==> src/rtl/calc_key_sequencer_if.sv <==
// Keypad-side, datapath-side and display-side signals of the calculator
// key sequencer. The sequencer uses the master view; the keypad decoder,
// the combinational datapath and the display together form the slave view.
interface calc_key_sequencer_if;
    logic [3:0]  key_code;
    logic        key_valid;
    logic [31:0] calc_answer;
    logic [6:0]  calc_in1;
    logic [6:0]  calc_in2;
    logic [3:0]  calc_key;
    logic [13:0] disp_value;
    logic        result_neg;
    logic        result_valid;
    logic        busy;

    modport master (
        input  key_code, key_valid, calc_answer,
        output calc_in1, calc_in2, calc_key, disp_value,
               result_neg, result_valid, busy
    );

    modport slave (
        output key_code, key_valid, calc_answer,
        input  calc_in1, calc_in2, calc_key, disp_value,
               result_neg, result_valid, busy
    );
endinterface

==> src/rtl/calc_key_sequencer.sv <==
// Calculator key sequencer: gathers two decimal operands and an operator
// from keypad pulses, presents them to the datapath for one execute cycle
// and holds the answer as sign + magnitude for the display.
module calc_key_sequencer #(
    parameter int         MAX_DIGITS = 2,
    parameter logic [3:0] KEY_ADD    = 4'd10,
    parameter logic [3:0] KEY_SUB    = 4'd11,
    parameter logic [3:0] KEY_MUL    = 4'd12,
    parameter logic [3:0] KEY_CLR    = 4'd13,
    parameter logic [3:0] KEY_BKSP   = 4'd14,
    parameter logic [3:0] KEY_EQ     = 4'd15
) (
    input  logic                 clk,
    input  logic                 reset,
    calc_key_sequencer_if.master bus
);
    localparam int CW = $clog2(MAX_DIGITS + 1);
    localparam logic [CW-1:0] CNT_MAX = CW'(MAX_DIGITS);
    localparam logic [CW-1:0] CNT_ONE = CW'(1);

    typedef enum logic [1:0] {ENTER_A, ENTER_B, EXEC, RESULT} state_t;

    state_t        state, state_n;
    logic [6:0]    op_a, op_a_n, op_b, op_b_n;
    logic [CW-1:0] cnt_a, cnt_a_n, cnt_b, cnt_b_n;
    logic [3:0]    op_sel, op_sel_n;
    logic [13:0]   res_mag, res_mag_n;
    logic          res_neg, res_neg_n;

    logic          is_digit, is_op, is_clr;
    logic          neg_now;
    logic [31:0]   neg_ans;
    logic [6:0]    digit;

    assign digit    = {3'b000, bus.key_code};
    assign is_digit = bus.key_valid && (bus.key_code <= 4'd9);
    assign is_op    = bus.key_valid && (bus.key_code == KEY_ADD ||
                                        bus.key_code == KEY_SUB ||
                                        bus.key_code == KEY_MUL);
    assign is_clr   = bus.key_valid && (bus.key_code == KEY_CLR);

    // Sign comes from the operands, not the datapath's own flag, so the
    // magnitude is the two's complement of the answer when B > A on a subtract.
    assign neg_now  = (op_sel == KEY_SUB) && (op_b > op_a);
    assign neg_ans  = 32'd0 - bus.calc_answer;

    // State and operand registers; reset wins over everything, including EXEC.
    always_ff @(posedge clk) begin
        if (reset) begin
            state   <= ENTER_A;
            op_a    <= '0;
            op_b    <= '0;
            cnt_a   <= '0;
            cnt_b   <= '0;
            op_sel  <= '0;
            res_mag <= '0;
            res_neg <= 1'b0;
        end else begin
            state   <= state_n;
            op_a    <= op_a_n;
            op_b    <= op_b_n;
            cnt_a   <= cnt_a_n;
            cnt_b   <= cnt_b_n;
            op_sel  <= op_sel_n;
            res_mag <= res_mag_n;
            res_neg <= res_neg_n;
        end
    end

    // Key decoding and next-state logic; unlisted keys leave everything as is.
    always_comb begin
        state_n   = state;
        op_a_n    = op_a;
        op_b_n    = op_b;
        cnt_a_n   = cnt_a;
        cnt_b_n   = cnt_b;
        op_sel_n  = op_sel;
        res_mag_n = res_mag;
        res_neg_n = res_neg;

        if (is_clr && state != EXEC) begin
            state_n   = ENTER_A;
            op_a_n    = '0;
            op_b_n    = '0;
            cnt_a_n   = '0;
            cnt_b_n   = '0;
            op_sel_n  = '0;
            res_mag_n = '0;
            res_neg_n = 1'b0;
        end else begin
            case (state)
                ENTER_A: begin
                    if (is_digit && cnt_a < CNT_MAX) begin
                        op_a_n  = op_a * 7'd10 + digit;
                        cnt_a_n = cnt_a + CNT_ONE;
                    end else if (is_op && cnt_a != '0) begin
                        op_sel_n = bus.key_code;
                        state_n  = ENTER_B;
                    end else if (bus.key_valid && bus.key_code == KEY_BKSP) begin
                        op_a_n  = '0;
                        cnt_a_n = '0;
                    end
                end
                ENTER_B: begin
                    if (is_digit && cnt_b < CNT_MAX) begin
                        op_b_n  = op_b * 7'd10 + digit;
                        cnt_b_n = cnt_b + CNT_ONE;
                    end else if (is_op && cnt_b == '0) begin
                        op_sel_n = bus.key_code;
                    end else if (bus.key_valid && bus.key_code == KEY_BKSP) begin
                        if (cnt_b != '0) begin
                            op_b_n  = '0;
                            cnt_b_n = '0;
                        end else begin
                            state_n = ENTER_A;
                        end
                    end else if (bus.key_valid && bus.key_code == KEY_EQ && cnt_b != '0) begin
                        state_n = EXEC;
                    end
                end
                EXEC: begin
                    res_neg_n = neg_now;
                    res_mag_n = neg_now ? neg_ans[13:0] : bus.calc_answer[13:0];
                    state_n   = RESULT;
                end
                RESULT: begin
                    if (is_digit) begin
                        state_n   = ENTER_A;
                        op_a_n    = digit;
                        cnt_a_n   = CNT_ONE;
                        op_b_n    = '0;
                        cnt_b_n   = '0;
                        op_sel_n  = '0;
                        res_mag_n = '0;
                        res_neg_n = 1'b0;
                    end
                end
                default: state_n = ENTER_A;
            endcase
        end
    end

    // Datapath drive and display selection, all from registered state.
    always_comb begin
        bus.calc_in1     = op_a;
        bus.calc_in2     = op_b;
        bus.calc_key     = (state == EXEC) ? op_sel : KEY_CLR;
        bus.busy         = (state == EXEC);
        bus.result_valid = (state == RESULT);
        bus.result_neg   = res_neg && (state == RESULT);
        case (state)
            ENTER_A: bus.disp_value = {7'd0, op_a};
            ENTER_B: bus.disp_value = {7'd0, op_b};
            default: bus.disp_value = res_mag;
        endcase
    end
endmodule

==> src/flat_wrapper.sv <==
// flat-port wrapper written by rule: the top's interface ports become plain ports
module calc_key_sequencer_flat 
#(
    parameter int         MAX_DIGITS = 2,
    parameter logic [3:0] KEY_ADD    = 4'd10,
    parameter logic [3:0] KEY_SUB    = 4'd11,
    parameter logic [3:0] KEY_MUL    = 4'd12,
    parameter logic [3:0] KEY_CLR    = 4'd13,
    parameter logic [3:0] KEY_BKSP   = 4'd14,
    parameter logic [3:0] KEY_EQ     = 4'd15
)
  (clk, reset, bus_key_code, bus_key_valid, bus_calc_answer, bus_calc_in1, bus_calc_in2, bus_calc_key, bus_disp_value, bus_result_neg, bus_result_valid, bus_busy);
  calc_key_sequencer_if bus_i ();
  input  logic clk;
  input  logic reset;
  input wire logic [$bits(bus_i.key_code)-1:0] bus_key_code;
  input wire logic [$bits(bus_i.key_valid)-1:0] bus_key_valid;
  input wire logic [$bits(bus_i.calc_answer)-1:0] bus_calc_answer;
  output wire logic [$bits(bus_i.calc_in1)-1:0] bus_calc_in1;
  output wire logic [$bits(bus_i.calc_in2)-1:0] bus_calc_in2;
  output wire logic [$bits(bus_i.calc_key)-1:0] bus_calc_key;
  output wire logic [$bits(bus_i.disp_value)-1:0] bus_disp_value;
  output wire logic [$bits(bus_i.result_neg)-1:0] bus_result_neg;
  output wire logic [$bits(bus_i.result_valid)-1:0] bus_result_valid;
  output wire logic [$bits(bus_i.busy)-1:0] bus_busy;
  assign bus_i.key_code = bus_key_code;
  assign bus_i.key_valid = bus_key_valid;
  assign bus_i.calc_answer = bus_calc_answer;
  assign bus_calc_in1 = bus_i.calc_in1;
  assign bus_calc_in2 = bus_i.calc_in2;
  assign bus_calc_key = bus_i.calc_key;
  assign bus_disp_value = bus_i.disp_value;
  assign bus_result_neg = bus_i.result_neg;
  assign bus_result_valid = bus_i.result_valid;
  assign bus_busy = bus_i.busy;
  calc_key_sequencer #(.MAX_DIGITS(MAX_DIGITS), .KEY_ADD(KEY_ADD), .KEY_SUB(KEY_SUB), .KEY_MUL(KEY_MUL), .KEY_CLR(KEY_CLR), .KEY_BKSP(KEY_BKSP), .KEY_EQ(KEY_EQ)) u_core (.clk(clk), .reset(reset), .bus(bus_i));
endmodule
==> config.mk <==
export PLATFORM = sky130hd
export DESIGN_NAME = calc_key_sequencer_flat
export DESIGN_NICKNAME = d
export VERILOG_FILES = /design/src/rtl/calc_key_sequencer_if.sv /design/src/rtl/calc_key_sequencer.sv /design/src/flat_wrapper.sv
export SDC_FILE = /design/constraint.sdc
export NUM_CORES = 1
export LEC_CHECK = 0
export CAP_MARGIN = 20
export CORE_MARGIN = 3
export CORE_UTILIZATION = 46
export DETAILED_ROUTE_END_ITERATION = 10
export GPL_ROUTABILITY_DRIVEN = 0
export PLACE_DENSITY = 0.77
export SETUP_SLACK_MARGIN = 0.02
export SYNTH_ARGS = -nofsm -noshare
export SYNTH_HDL_FRONTEND = slang
export SYNTH_SLANG_ARGS = --single-unit
==> constraint.sdc <==
create_clock -name clk -period 1.9 [get_ports clk]
set_input_delay 0.57 -clock clk [delete_from_list [all_inputs] [get_ports clk]]
set_output_delay 0.57 -clock clk [all_outputs]
set_load 0.01 [all_outputs]
==> results.cfg, run 1 <==
[cells_and_area]
areaGrowthSynthToFinish_pct = 86.1
final_common_cell = buf_4
nets = 627
final_core_util = 0.895
antenna_cells = 0
final_cell_mix = buf_4, nand2_1, buf_6
drive_gt1_frac = 0.553

[clock_tree]
cts_tree = yes
path_clk_slew_ns = 0.08
htreeDepth = 2
numCtsBuffers = 5
clkLatencyLatePin_ns = 0.31
cts_buffer_depth = 2
cts_sinks = 39
cts-root-buf = clkbuf_8
ctsHoldBuffers = 0

[critical_path]
end_kind = output pin
start_kind = register
path_class = register to output pin
worst-r2r-cell-count = 9
crit_fanout = 5
required_ns = 1.33
path_cells = inv_4, ha_4, nor2_4, buf_6, nand2_2, nand2_1, buf_2
slowest_stage = dfxtp_4
cpPeakStageDelay_ns = 0.38
arrival_ns = 1.61

[floorplan]
core_area_um2 = 6420
die_y_um = 88.0
die_x_um = 88.0
num_io_pins = 74
dieArea_um2 = 7740
initial_core_util = 0.481
rows = 29

[sta]
holdWs_ns = 0.476
setup_slack_ns = -0.282
slew_headroom = 0.603
final.period_utilization = 1.15
setup_violations = 45
max_clock_freq_mhz = 458
rsz0062_at_grt = true
hold_violations = 0
worstMarginPinSlew_ns = 0.592
drv_slew = 0
finalClockSkew_ns = 0.0131
layout_min_cycle_time_ns = 2.18

[route]
num_vias = 4185
drtIter0Drc = 446
wl_um = 15600
first_pass_iters = 5
ant_nets = 0
wire_per_inst_um = 24.7
drc = 0
vias_per_cell = 6.60

[synth]
ys_types = 59
yosys_warnings = 0
synth_fp_nets = 453
synthArstFlopShare = 0
syn_area_per_cell_um2 = 8.09
synthCells = 382
synth-edff-count = 0
yosysSeqAreaShare = 0.253
syn-cell-area_um2 = 3090
synth_ff_type = dfxtp_1
ys_seq_elements = 39

[grt]
antenna_found_initial = 0
track_usage = 0.314
grt_overflow = 0
grt_pass1_wl_um = 18900
grt_pass1_vias = 3795
grt_max_degree = 17

[run]
max_cap_violations = 0

[hold_path]
hold_path_depth = 2
holdCritPathClass = register to register

[power_and_ir_drop]
power_mw = 3.08
p_leak_nw = 2.49
ir_drop_mv = 0.309
powerDensity_nw_per_um2 = 536

[place]
portBuffers = 55
dp_hpwl_um = 7340
pre_cts_slack_ns = -0.704

[run_status]
outcome = complete, but fails checks
violations = negative setup slack
## layer usage
| layer | vias to the layer above | track usage | routed length (um) |
|---|---|---|---|
| met1 | 1997 | 0.386 | 5780 |
| met4 | 0 | 0.130 | 1020 |
| met3 | 109 | 0.0630 | 1420 |
| met2 | 341 | 0.533 | 7420 |
| met5 | - | 0 | 0 |
| li1 | 1738 | - | - |
## logic make-up after synthesis
family	after synthesis	share of synthesized area
xor+xnor	13	0.0369
simple gates	162	0.281
mux	11	0.0365
compound gates	80	0.191
fa+ha+maj	32	0.139
buf+inv	45	0.0632
flops	39	0.253
## critical path, delay by kind of cell (launching register included)
kind / cells / cell delay [ns]
fa+ha+maj: 1 / 0.20
flops: 1 / 0.38
buf+inv: 3 / 0.36
simple gates: 3 / 0.36
## path summary, 6_finish.rpt
path	startpoint	end	slack (ns)
setup / recovery	register	bus_disp_value[3]	-0.28
hold / removal	u_core.res_mag[8]	u_core.res_mag[8]	0.48
setup reg to reg	u_core.bus.calc_in2[0]	u_core.bus.calc_in2[5]	-0.26
hold reg to reg	u_core.res_mag[8]	u_core.res_mag[8]	0.48
## power breakdown
| part | switching, mW | internal [mW] | total (mW) |
|---|---|---|---|
| Sequential | 0.0563 | 0.849 | 0.905 |
| Combinational | 0.674 | 0.636 | 1.31 |
| Clock | 0.341 | 0.526 | 0.867 |
## metrics by stage
| stage | setup TNS [ns] | std cells | instance area [um^2] |
|---|---|---|---|
| after global routing | -7.48 | 634 | 5750 |
| after floorplan | -0.0109 | 382 | 3220 |
| final | -6.17 | 634 | 5750 |
| after global placement | -24.33 | 590 | 4510 |
| after detailed placement | -25.92 | 590 | 4510 |
| after CTS | -1.36 | 616 | 5100 |
## synth_stat cells, drive strengths merged, types with 2 or more instances
library cell   n  area share
and4b          2      0.0065
clkbuf        11       0.013
dfxtp         39        0.25
nand4          3      0.0081
and2          17       0.034
xnor2         11       0.031
inv           28       0.034
nand2b        10       0.020
a22oi          9       0.022
a32oi          2      0.0057
a221oi         2      0.0057
o211ai         7       0.017
fa             4       0.026
o21ai          9       0.016
ha            28        0.11
nor2b          7       0.014
or2            2      0.0041
nor3b          2      0.0049
mux2           2      0.0073
or4            6       0.015
nor2          19       0.023
xor2           2      0.0057
nor4           5       0.010
or3            5       0.012
a21o           2      0.0049
nand4b         4       0.011
o31ai          6       0.016
mux2i          9       0.029
o21a           2      0.0049
nand3         26       0.042
a211oi        10       0.028
nand2         41       0.050
nor3           9       0.015
buf            6       0.016
a21oi         19       0.031
## repair_timing
action | CTS | global route
buffers inserted | 17 | 18
setup endpoints to repair | 72 | 52
cloned | 1 | 1
pin swaps | 43 | 55
resized for setup | 188 | 113
## registers in the layout, summed over array words and instances, names as in the netlist, named ones only
register / flops
u_core.op_sel: 4
u_core.bus.calc_in2: 7
u_core.bus.calc_in1: 7
u_core.res_neg: 1
u_core.state: 1
u_core.cnt_b: 2
u_core.cnt_a: 2
u_core.res_mag: 14
## final cells by class
class | count | area (um^2)
Timing Repair Buffer | 184 | 1660
Multi-Input combinational cell | 298 | 2920
Inverter | 28 | 113
Clock buffer | 6 | 72.6
Clock inverter | 2 | 60.1
Fill cell | 259 | 672
Sequential cell | 39 | 822
Tap cell | 77 | 96.3
No activity file was read; power rests on OpenSTA's default activity.
==> inputs of run 2 (changes only) <==
--- a/config.mk
+++ b/config.mk
@@ -10,6 +10,7 @@
 export CORE_UTILIZATION = 46
 export DETAILED_ROUTE_END_ITERATION = 10
 export GPL_ROUTABILITY_DRIVEN = 0
+export HOLD_SLACK_MARGIN = 0.1
 export PLACE_DENSITY = 0.77
 export SETUP_SLACK_MARGIN = 0.02
 export SYNTH_ARGS = -nofsm -noshare
==> results of run 2 <==
Final layout, timing and power as in run 1 (identical DEF).
